### src/rtl/seq_lock_pkg.sv
// ----------------------------------------------------------------------------
// seq_lock_pkg
// Shared definitions for the bus-read sequence lock (seq_unlock_gate):
//   - state_t    : lock FSM states
//   - LFSR_TAPS  : feedback taps of the 8-bit response LFSR
//                  (x^8+x^6+x^5+x^4+1 -> new bit = b7^b5^b4^b3)
//   - key_field  : extracts key step <idx> from a packed key, where step 0
//                  is the most significant field
// ----------------------------------------------------------------------------
package seq_lock_pkg;

  typedef enum logic [1:0] {
    ARM     = 2'd0,
    OPEN    = 2'd1,
    LOCKOUT = 2'd2
  } state_t;

  localparam logic [7:0] LFSR_TAPS = 8'b1011_1000;

  // Widest packed key the helper accepts (KEY_LEN * CODE_W).
  localparam int unsigned KEY_MAX_W = 64;

  function automatic logic [31:0] key_field(
    input logic [KEY_MAX_W-1:0] key,
    input int unsigned          code_w,
    input int unsigned          key_len,
    input int unsigned          idx
  );
    logic [KEY_MAX_W-1:0] shifted;
    logic [KEY_MAX_W-1:0] mask;
    shifted = key >> ((key_len - 1 - idx) * code_w);
    mask    = ~({KEY_MAX_W{1'b1}} << code_w);
    return 32'(shifted & mask);
  endfunction

endpackage

### src/rtl/seq_unlock_gate_resp_lfsr.sv
// ----------------------------------------------------------------------------
// resp_lfsr
// 8-bit Fibonacci LFSR producing the response stream of an open gate.
// Ports:
//   clk, rst_n : clock, asynchronous active-low reset (loads SEED)
//   load       : reload SEED (has priority over adv)
//   adv        : advance one step; new bit shifted in at the LSB
//   data       : low OUT_W bits of the current LFSR value
// ----------------------------------------------------------------------------
module resp_lfsr
  import seq_lock_pkg::*;
#(
  parameter logic [7:0]  SEED  = 8'h01,
  parameter int unsigned OUT_W = 2
) (
  input  logic             clk,
  input  logic             rst_n,
  input  logic             load,
  input  logic             adv,
  output logic [OUT_W-1:0] data
);

  logic [7:0] lfsr;
  logic       feedback;

  assign feedback = ^(lfsr & LFSR_TAPS);

  always_ff @(posedge clk or negedge rst_n) begin
    if (!rst_n) begin
      lfsr <= SEED;
    end else if (load) begin
      lfsr <= SEED;
    end else if (adv) begin
      lfsr <= {lfsr[6:0], feedback};
    end
  end

  assign data = lfsr[OUT_W-1:0];

endmodule

### src/rtl/seq_unlock_gate.sv
// ----------------------------------------------------------------------------
// seq_unlock_gate
// Bus-read sequence lock ("knock" detector). Qualified reads inside the
// address window present a code field; KEY_LEN correct codes in order open
// the gate, after which reads return a pseudo-random response stream.
// Repeated mismatches cause a timed lockout; an open gate closes on the
// relock code or after IDLE_TO cycles without an access.
// Ports:
//   clk, rst_n  : clock, asynchronous active-low reset
//   bus_strb    : one-cycle pulse per bus access
//   sel_n       : chip-select, active low
//   rd_wn       : 1 = read, 0 = write
//   addr        : bus address
//   data_out    : response data (LFSR when open, step when armed, 0 locked)
//   data_oe     : response drive enable (window read decode, no strobe)
//   unlocked    : gate open
//   locked_out  : lockout active
//   step        : current key step index
// ----------------------------------------------------------------------------
module seq_unlock_gate
  import seq_lock_pkg::*;
#(
  parameter int unsigned                 ADDR_W      = 16,
  parameter logic [ADDR_W-1:0]           WIN_MASK    = 16'hF000,
  parameter logic [ADDR_W-1:0]           WIN_MATCH   = 16'h1000,
  parameter int unsigned                 CODE_LSB    = 4,
  parameter int unsigned                 CODE_W      = 4,
  parameter int unsigned                 KEY_LEN     = 4,
  parameter logic [KEY_LEN*CODE_W-1:0]   KEY         = 16'h29A8,
  parameter logic [CODE_W-1:0]           RELOCK_CODE = 4'hF,
  parameter int unsigned                 MAX_FAIL    = 3,
  parameter int unsigned                 LOCKOUT_CYC = 64,
  parameter int unsigned                 IDLE_TO     = 1024,
  parameter logic [7:0]                  LFSR_SEED   = 8'h01,
  parameter int unsigned                 RESP_W      = 2
) (
  input  logic                       clk,
  input  logic                       rst_n,
  input  logic                       bus_strb,
  input  logic                       sel_n,
  input  logic                       rd_wn,
  input  logic [ADDR_W-1:0]          addr,
  output logic [RESP_W-1:0]          data_out,
  output logic                       data_oe,
  output logic                       unlocked,
  output logic                       locked_out,
  output logic [$clog2(KEY_LEN)-1:0] step
);

  localparam int unsigned STEP_W  = $clog2(KEY_LEN);
  localparam int unsigned FAIL_W  = $clog2(MAX_FAIL + 1);
  localparam int unsigned TMR_MAX = (IDLE_TO > LOCKOUT_CYC) ? IDLE_TO : LOCKOUT_CYC;
  localparam int unsigned TMR_W   = $clog2(TMR_MAX + 1);

  // --------------------------------------------------------------------------
  // Access decode
  // --------------------------------------------------------------------------
  logic              hit;
  logic              acc;
  logic [CODE_W-1:0] code;
  logic [CODE_W-1:0] code_exp;
  logic [CODE_W-1:0] code_first;
  logic              code_match;
  logic              last_step;

  assign hit        = ~sel_n & rd_wn & ((addr & WIN_MASK) == WIN_MATCH);
  assign acc        = bus_strb & hit;
  assign code       = addr[CODE_LSB +: CODE_W];
  assign code_exp   = CODE_W'(key_field(KEY_MAX_W'(KEY), CODE_W, KEY_LEN, 32'(step)));
  assign code_first = CODE_W'(key_field(KEY_MAX_W'(KEY), CODE_W, KEY_LEN, 0));
  assign code_match = (code == code_exp);
  assign last_step  = (step == STEP_W'(KEY_LEN - 1));

  assign data_oe = hit;

  // --------------------------------------------------------------------------
  // State
  // --------------------------------------------------------------------------
  state_t            state;
  state_t            state_nx;
  logic [STEP_W-1:0] step_nx;
  logic [FAIL_W-1:0] fail_cnt;
  logic [FAIL_W-1:0] fail_nx;
  // One timer serves both the open-state idle countdown and the lockout
  // countdown; the two states never overlap.
  logic [TMR_W-1:0]  timer;
  logic [TMR_W-1:0]  timer_nx;
  logic              lfsr_load;
  logic              lfsr_adv;
  logic [RESP_W-1:0] lfsr_data;

  always_comb begin
    state_nx  = state;
    step_nx   = step;
    fail_nx   = fail_cnt;
    timer_nx  = timer;
    lfsr_load = 1'b0;
    lfsr_adv  = 1'b0;

    case (state)
      ARM: begin
        if (acc) begin
          if (code_match) begin
            if (last_step) begin
              state_nx  = OPEN;
              step_nx   = '0;
              fail_nx   = '0;
              lfsr_load = 1'b1;
              timer_nx  = TMR_W'(IDLE_TO);
            end else begin
              step_nx = step + STEP_W'(1);
            end
          end else begin
            fail_nx = fail_cnt + FAIL_W'(1);
            if (fail_cnt == FAIL_W'(MAX_FAIL - 1)) begin
              state_nx = LOCKOUT;
              timer_nx = TMR_W'(LOCKOUT_CYC - 1);
              step_nx  = '0;
            end else begin
              // A mismatching code that equals the first key field starts
              // a fresh attempt instead of being wasted.
              step_nx = (code == code_first) ? STEP_W'(1) : '0;
            end
          end
        end
      end

      OPEN: begin
        if (acc) begin
          if (code == RELOCK_CODE) begin
            state_nx = ARM;
            step_nx  = '0;
            timer_nx = '0;
          end else begin
            lfsr_adv = 1'b1;
            timer_nx = TMR_W'(IDLE_TO);
          end
        end else if (IDLE_TO != 0) begin
          if (timer <= TMR_W'(1)) begin
            state_nx = ARM;
            step_nx  = '0;
            timer_nx = '0;
          end else begin
            timer_nx = timer - TMR_W'(1);
          end
        end
      end

      LOCKOUT: begin
        if (timer == '0) begin
          state_nx = ARM;
          fail_nx  = '0;
          step_nx  = '0;
        end else begin
          timer_nx = timer - TMR_W'(1);
        end
      end

      default: begin
        state_nx = ARM;
        step_nx  = '0;
        fail_nx  = '0;
        timer_nx = '0;
      end
    endcase
  end

  always_ff @(posedge clk or negedge rst_n) begin
    if (!rst_n) begin
      state      <= ARM;
      step       <= '0;
      fail_cnt   <= '0;
      timer      <= '0;
      unlocked   <= 1'b0;
      locked_out <= 1'b0;
    end else begin
      state      <= state_nx;
      step       <= step_nx;
      fail_cnt   <= fail_nx;
      timer      <= timer_nx;
      unlocked   <= (state_nx == OPEN);
      locked_out <= (state_nx == LOCKOUT);
    end
  end

  // --------------------------------------------------------------------------
  // Response generator
  // --------------------------------------------------------------------------
  resp_lfsr #(
    .SEED  (LFSR_SEED),
    .OUT_W (RESP_W)
  ) u_resp_lfsr (
    .clk   (clk),
    .rst_n (rst_n),
    .load  (lfsr_load),
    .adv   (lfsr_adv),
    .data  (lfsr_data)
  );

  // Driven from registered state only, so during a strobe the open gate
  // presents the LFSR value from before that access advances it.
  always_comb begin
    data_out = '0;
    case (state)
      ARM:     data_out = RESP_W'(step);
      OPEN:    data_out = lfsr_data;
      default: data_out = '0;
    endcase
  end

endmodule

### config.mk
export PLATFORM = sky130hd
export DESIGN_NAME = seq_unlock_gate
export DESIGN_NICKNAME = d
export VERILOG_FILES = /design/src/rtl/seq_lock_pkg.sv /design/src/rtl/seq_unlock_gate_resp_lfsr.sv /design/src/rtl/seq_unlock_gate.sv
export SDC_FILE = /design/constraint.sdc
export NUM_CORES = 1
export LEC_CHECK = 0
export ABC_AREA = 1
export CORE_UTILIZATION = 28
export CTS_BUF_LIST = sky130_fd_sc_hd__clkbuf_2 sky130_fd_sc_hd__clkbuf_4 sky130_fd_sc_hd__clkbuf_8
export DETAILED_ROUTE_END_ITERATION = 6
export PLACE_DENSITY = 0.59
export SLEW_MARGIN = 20
export SYNTH_ARGS = -nofsm -noshare
export SYNTH_HDL_FRONTEND = slang
export SYNTH_SLANG_ARGS = --single-unit
### constraint.sdc
create_clock -name clk -period 3.68 [get_ports clk]
set_clock_uncertainty 0.2 [all_clocks]
set_input_delay 0.736 -clock clk [delete_from_list [all_inputs] [get_ports clk]]
set_output_delay 0.736 -clock clk [all_outputs]
set_load 0.01 [all_outputs]
Yosys cells after proc, flatten, opt, wreduce, memory -nomap -nowiden --
Index checks and enable logic that the tools add are counted.
Storage, ports and cells: bits in registers 27, input port bits 21, output and inout port bits 7, word-level logic and storage cells 84
Cells by class: add/sub/neg operators 4, $lt $le $gt $ge 1, equality and inequality tests 17, shift-type cells 1, muxes and demuxes 42, bitwise gates (word level) 5, reductions and logical operators 7
Operator list (count):
- $mux 11 | 8
- $mux 2 | 18
- $pmux 11 s3 | 1
- $shr 14x32->4 const A | 1
- $pmux 2 s3 | 3
- $mux 8 | 2
- $ne 3x3->1 const B | 4
- $reduce_and 4->1 | 3
- $le 11x1->1 const B | 1
- $logic_not 11->1 | 1
- $sub 11x1->11 const B | 1
- $mux 1 | 9
- $eq 2x2->1 const B | 4
- $reduce_xor 8->1 | 1
- $ne 2x2->1 const B | 3
- $add 2x1->2 const B | 2
- $eq 2x1->1 const B | 2
- $eq 4x1->1 const B | 1
- $eq 4x2->1 const B | 1
- $eq 4x4->1 | 1
- $eq 4x4->1 const B | 1
- $pmux 2 s2 | 1
- $and 1x1->1 | 3
- $sub 2x2->3 const A | 1
- other kinds (3) | 4

Longest topological paths before layout --
Gate-level depths: netlist of run 1.
depth in word-level cells 8, depth in mapped cells 13, mapped depth without buffers 13

By module --
A second synthesis of run 1 with hierarchy kept.
Unflattened totals: cell total of the unflattened synthesis 279, area, all modules 1844.3 um^2
Modules (own cells, without submodules):
- seq_unlock_gate | instances 1, cells each 231, area an instance 1466.4 um^2, seq. area each 475.5 um^2
- resp_lfsr | instances 1, cells each 48, area an instance 377.9 um^2, seq. area each 201.4 um^2

Worst setup path after synthesis of run 1 --
OpenSTA, ideal clock, no wires.
kind in2out, from in sel_n, to out data_oe, arrival 1.228 ns, required time 2.744 ns, setup slack 1.516 ns, cell stages on the path 3, path buffers 0, path through inv_1 > nand2_1 > nor4_1
Between the ends: longest elaborated chain between the ends 3
Ends and longest elaborated chain:
- start, declared | line seq_unlock_gate.sv:40 | input logic sel_n,
- $not 1->1 | line seq_unlock_gate.sv:66 | assign hit = ~sel_n & rd_wn & ((addr & WIN_MASK) == WIN_MATCH);
- $and 1x1->1 (2 in series) | line seq_unlock_gate.sv:66
- end, declared | line seq_unlock_gate.sv:44 | output logic data_oe,
No other way between the ends.

Worst setup path after layout of run 1 --
from in rd_wn, to out data_oe
Between the ends: longest elaborated chain between the ends 2
Ends and longest elaborated chain:
- start, declared | line seq_unlock_gate.sv:41 | input logic rd_wn,
- $and 1x1->1 (2 in series) | line seq_unlock_gate.sv:66
No other way between the ends.

==> results of run 1 <==
[power breakdown]
group / internal (W) / total (W) / switching (W)
clock: 0.0000772 / 0.000180 / 0.000103
sequential: 0.000303 / 0.000310 / 0.00000743
combinational: 0.0000424 / 0.0000971 / 0.0000547
[synth_stat cells, types with 2 or more instances]
cell type  instances
a21oi_1            5
dfrtp_1           26
ha_1               6
inv_1             31
inv_2              2
nand2_1           96
nand2_2            4
nand3_1           15
nor2_1            22
nor2_2             4
o21ai_0           10
o21ai_1            6
o21bai_1           2
o31ai_1            2
xnor2_1            5
xor2_1             3
[cell type report]
type	count	area, sq um
Multi-Input combinational cell	191	951
Clock inverter	1	7.51
Tap cell	75	93.8
Clock buffer	3	41.3
Sequential cell	27	677
Fill cell	656	3900
Inverter	33	124
Timing Repair Buffer	20	198
[routing by layer]
| metal | up-vias | wire length (microns) | track usage (%) | part of all wire (%) |
|---|---|---|---|---|
| li1 | 829 | - | - | - |
| met5 | - | 0 | 0 | 0 |
| met4 | 0 | 39 | 3.75 | 1.0 |
| met2 | 19 | 1660 | 20.0 | 44 |
| met1 | 737 | 1940 | 17.5 | 51 |
| met3 | 4 | 137 | 2.89 | 3.6 |
[cell families (layout without fill, tap and decap cells)]
logic type	count (synthesis)	count (layout)	share of synthesized area, %
compound gates	28	28	8.92
fa+ha+maj	6	6	4.25
buf+inv	34	57	7.86
flops	27	27	38.3
simple gates	149	149	36.7
xor+xnor	8	8	3.97
[worst reg2reg max path, delay by kind of cell (launching register included)]
| kind | cells | cell delay (ns) |
|---|---|---|
| and+or+nand+nor | 9 | 0.95 |
| DFF | 1 | 0.52 |
| buffers and inverters | 2 | 0.24 |
| adders and majority gates | 1 | 0.22 |
[path summary, 6_finish.rpt]
path | start | end | slack, ns | cells after the start
worst max-delay path | rd_wn | data_oe | 0.67 | 4
max in group asynchronous | rst_n | u_resp_lfsr.lfsr[0] | 2.36 | 2
worst min register to register | fail_cnt[0] | fail_cnt[0] | 0.29 | 1
worst min-delay path | fail_cnt[0] | fail_cnt[0] | 0.29 | 1
worst max register to register | step[0] | timer[1] | 1.47 | 12
min in group asynchronous | rst_n | timer[3] | 0.62 | 2
[registers in the layout, summed over array words and instances (netlist names)]
signal            flops
state                 2
locked_out            1
step                  2
fail_cnt              2
timer                11
unlocked              1
u_resp_lfsr.lfsr      8
[metrics by stage]
step	area [sq um]	hold WS [ns]	utilization [%]
floorplan	1770	0.240	-
global placement	2040	0.268	34.1
detailed placement	2040	0.281	34.1
CTS	2090	0.295	34.9
global route	2090	0.313	34.9
finish	2090	0.290	34.9
==> impl_metrics.yaml, run 1 <==
timing:
  min_period_ns: 3.01
  setup_ws_ns: 0.672
  worst_pin_slew_ns: 0.431
  slew_headroom_pct: 71.2
  setup_viol: 0
  finalSetupTns_ns: 0
  timing.fmax_ghz: 0.332
  finalHoldViolCount: 0
  fin_crit_sh_pct: 81.7
  rsz0062_at_grt: "no"
  slew_violations: 0
routing:
  drtIter0Drc: 80
  wl_mm: 3.78
  vias: 1589
  wire_per_inst_microns: 10.8
  viasPerCell: 4.54
  dr.pass1.iters: 4
  drcViolationCount: 0
  final_antenna_net_count: 0
worst_hold_path:
  hp-class: "flip-flop to flip-flop"
setup_path:
  path_cells: "clkdlybuf4s50_1 > nand2_1 > nor4_1 > clkdlybuf4s50_1"
  path_buf_inv: 2
  cp.arrival_ns: 2.07
  max_stage_delay_ns: 0.58
  start_kind: "input port"
  critPathTopFamily: "buffers and inverters"
  critPathSlowestCell: "clkdlybuf4s50_1"
  critical_path_class: "input port to output pin"
  critical_path_required_ns: 2.74
  critPathMaxFanout: 2
  worst_path_most_repeated_cell: "clkdlybuf4s50_1"
  crit_path_end_kind: "output pin"
final_layout:
  layout.nets: 303
  layout-drive-gt1-share_pct: 8.00
  fin_cells: 350
  area_delta_synth_final_pct: 18.4
  mostFrequentLayoutCell: "nand2_1"
  antenna_cells: 0
  final_cell_mix: "nand2_1, inv_1, dfrtp_1"
clock_network:
  clockBufferDepth: 2
  cts_resized: 0
  holdBufCountCts: 0
  postCtsSetupRepairBufs: 0
  clk_pin_slew_ns: 0.10
  cts.sinks: 27
  numCtsBuffers: 3
  clockRootBuffer: "clkbuf_8"
  htree_levels: 1
  clk_latency_ns: 0.28
  cts_tree: "yes"
synth:
  yosys.area.top_type_share_pct: 36.8
  synth_cells: 252
  synth_nets: 279
  ys_seq_area_share_pct: 38.3
  synth_ff_type: "dfrtp_1"
  ys_ff_latch: 27
  synth_edf_count: 0
  ys_warn_count: 0
  syn_area_sq_mm: 0.00177
  synthArstFlopShare_pct: 100
  synth_area_leaders: "dfrtp_1, nand2_1, inv_1, nor2_1, ha_1"
  synth_top_area_cell: "dfrtp_1"
  synth_area_per_cell_sq_um: 7.01
  ys_types: 29
global_route:
  grt_max_degree: 28
  track_usage_pct: 12.8
  grt_pass1_wl_mm: 6.56
  overflow: 0
  grt_pass1_vias: 1449
  antenna_found_initial: 0
power:
  p_leak_nw: 1.08
  p_per_area_mw_per_mm2: 281
  power_w: 0.000588
  ir_worst_vdd_mv: 0.0993
floorplanning:
  start_util_pct: 29.5
  die_area_sq_mm: 0.00663
  fp-row-count: 28
  die_h_microns: 81.4
  core-area_sq_mm: 0.00599
  dieWidth_microns: 81.4
  ios: 28
placement:
  placed_cells: 346
  gp_congestion: 0.739
  dp_hpwl_mm: 2.79
  portBuffers: 19
  post-place-ws_ns: 0.675
outcome:
  status: "finished, final reports clean"
run:
  drv_cap: 0
Power figures use the tool's default switching activity.
==> run 2: changes to the inputs <==
- clock period: 3.68 -> 2.84 ns (I/O delays scaled with it)
==> impl_metrics.yaml, run 2 (synthesis results as in run 1) <==
floorplanning:
  die_area_sq_mm: 0.00663
  ios: 28
  die_h_microns: 81.4
  fp-row-count: 28
  start_util_pct: 29.5
  core-area_sq_mm: 0.00599
  dieWidth_microns: 81.4
timing:
  timing.fmax_ghz: 0.375
  finalSetupTns_ns: 0
  worst_pin_slew_ns: 0.421
  slew_violations: 0
  fin_crit_sh_pct: 93.8
  setup_ws_ns: 0.176
  slew_headroom_pct: 71.9
  setup_viol: 0
  min_period_ns: 2.66
  rsz0062_at_grt: "no"
  finalHoldViolCount: 0
clock_network:
  cts.sinks: 27
  holdBufCountCts: 0
  cts_resized: 0
  cts_tree: "yes"
  htree_levels: 1
  clk_latency_ns: 0.29
  numCtsBuffers: 3
  postCtsSetupRepairBufs: 0
  clockRootBuffer: "clkbuf_8"
  clockBufferDepth: 2
  clk_pin_slew_ns: 0.11
final_layout:
  area_delta_synth_final_pct: 18.9
  post-route-util_pct: 35.1
  largestRegisters: "timer: 11 flops, u_resp_lfsr.lfsr: 8 flops"
  largest-register: "timer"
  layout-drive-gt1-share_pct: 8.33
  layout.nets: 304
  antenna_cells: 0
  fin_cells: 351
  largest_reg_flops: 11
  final_cell_mix: "nand2_1, inv_1, dfrtp_1"
  mostFrequentLayoutCell: "nand2_1"
worst_hold_path:
  hp-class: "flip-flop to flip-flop"
setup_path:
  critPathTopFamily: "buffers and inverters"
  path_buf_inv: 2
  crit_path_end_kind: "output pin"
  path_cells: "clkdlybuf4s50_1 > nand2_1 > nor4_1 > clkdlybuf4s50_1"
  start_kind: "input port"
  critPathSlowestCell: "clkdlybuf4s50_1"
  critical_path_required_ns: 2.07
  cp.arrival_ns: 1.90
  critical_path_class: "input port to output pin"
  worst_path_most_repeated_cell: "clkdlybuf4s50_1"
  critPathMaxFanout: 2
  max_stage_delay_ns: 0.58
global_route:
  grt_max_degree: 28
  antenna_found_initial: 0
  grt_pass1_wl_mm: 6.74
  overflow: 0
  track_usage_pct: 13.1
  grt_pass1_vias: 1517
power:
  p_leak_nw: 1.09
  p_comb_share_pct: 16.3
  p_sw_share_pct: 28.8
  ir_worst_vdd_mv: 0.181
  p_sw_w: 0.000222
  p_clk_share_pct: 31.8
  internal-power_w: 0.000551
  power_w: 0.000774
  power_frac_seq_pct: 52.0
  p_per_area_mw_per_mm2: 368
placement:
  portBuffers: 19
  placed_cells: 347
  dp_hpwl_mm: 2.84
  post-place-ws_ns: 0.165
  gp_congestion: 0.736
outcome:
  status: "finished, final reports clean"
routing:
  vias: 1590
  final_antenna_net_count: 0
  wl_mm: 3.82
  viasPerCell: 4.53
  drtIter0Drc: 54
  dr.pass1.iters: 4
  wire_per_inst_microns: 10.9
  drcViolationCount: 0
run:
  drv_cap: 0
==> run 2: cell types whose count changed in the layout (fill, tap and decap cells not counted) <==
cell        change
buf_4           +1
clkinvlp_4      -1
inv_6           +1
==> run 2: through the flow <==
step	area, sq um	hold slack (ns)
6_report	2100	0.280
5_1_grt	2100	0.297
4_1_cts	2100	0.287
3_5_place_dp	2050	0.271
3_3_place_gp	2050	0.269
2_1_floorplan	1770	0.0724
==> run 2: final cells by class <==
type / count / area (sq um)
fill: 627 / 3890
multi-input combinational: 191 / 951
sequential: 27 / 677
timing repair buffer: 21 / 205
inverter: 33 / 124
tap: 75 / 93.8
clock buffer: 3 / 41.3
clock inverter: 1 / 8.76
==> run 2: metal layers <==
layer  part of all wire (%)  global-route usage (%)  up-vias
li1                       -                       -      833
met3                    2.7                    2.11        4
met4                   0.92                    3.75        0
met1                     53                    18.4      738
met5                      0                       0        -
met2                     43                    20.6       15
==> run 2: worst reg2reg max path, delay by kind of cell (launching register included) <==
kind / cells / cell delay, ns
buffers and inverters: 2 / 0.30
AOI/OAI and AO/OA: 1 / 0.06
DFF: 1 / 0.51
adders and majority gates: 1 / 0.22
and+or+nand+nor: 8 / 0.79
==> run 2: power by group through the flow <==
stage | Sequential, W | Clock (W) | Combinational (W)
floorplan | 0.000408 | 0 | 0.0000830
global placement | 0.000409 | 0 | 0.000125
detailed placement | 0.000409 | 0 | 0.000127
CTS | 0.000402 | 0.000255 | 0.000128
global route | 0.000404 | 0.000269 | 0.000146
finish | 0.000402 | 0.000246 | 0.000126
==> run 2: final timing paths <==
check | slack, ns | start | cells after the start | end
max | 0.18 | rd_wn | 4 | data_oe
min | 0.28 | fail_cnt[0] | 1 | fail_cnt[0]
max reg2reg | 0.70 | step[0] | 12 | timer[9]
min reg2reg | 0.28 | fail_cnt[0] | 1 | fail_cnt[0]
max in group asynchronous | 1.68 | rst_n | 2 | u_resp_lfsr.lfsr[0]
min in group asynchronous | 0.45 | rst_n | 2 | fail_cnt[1]
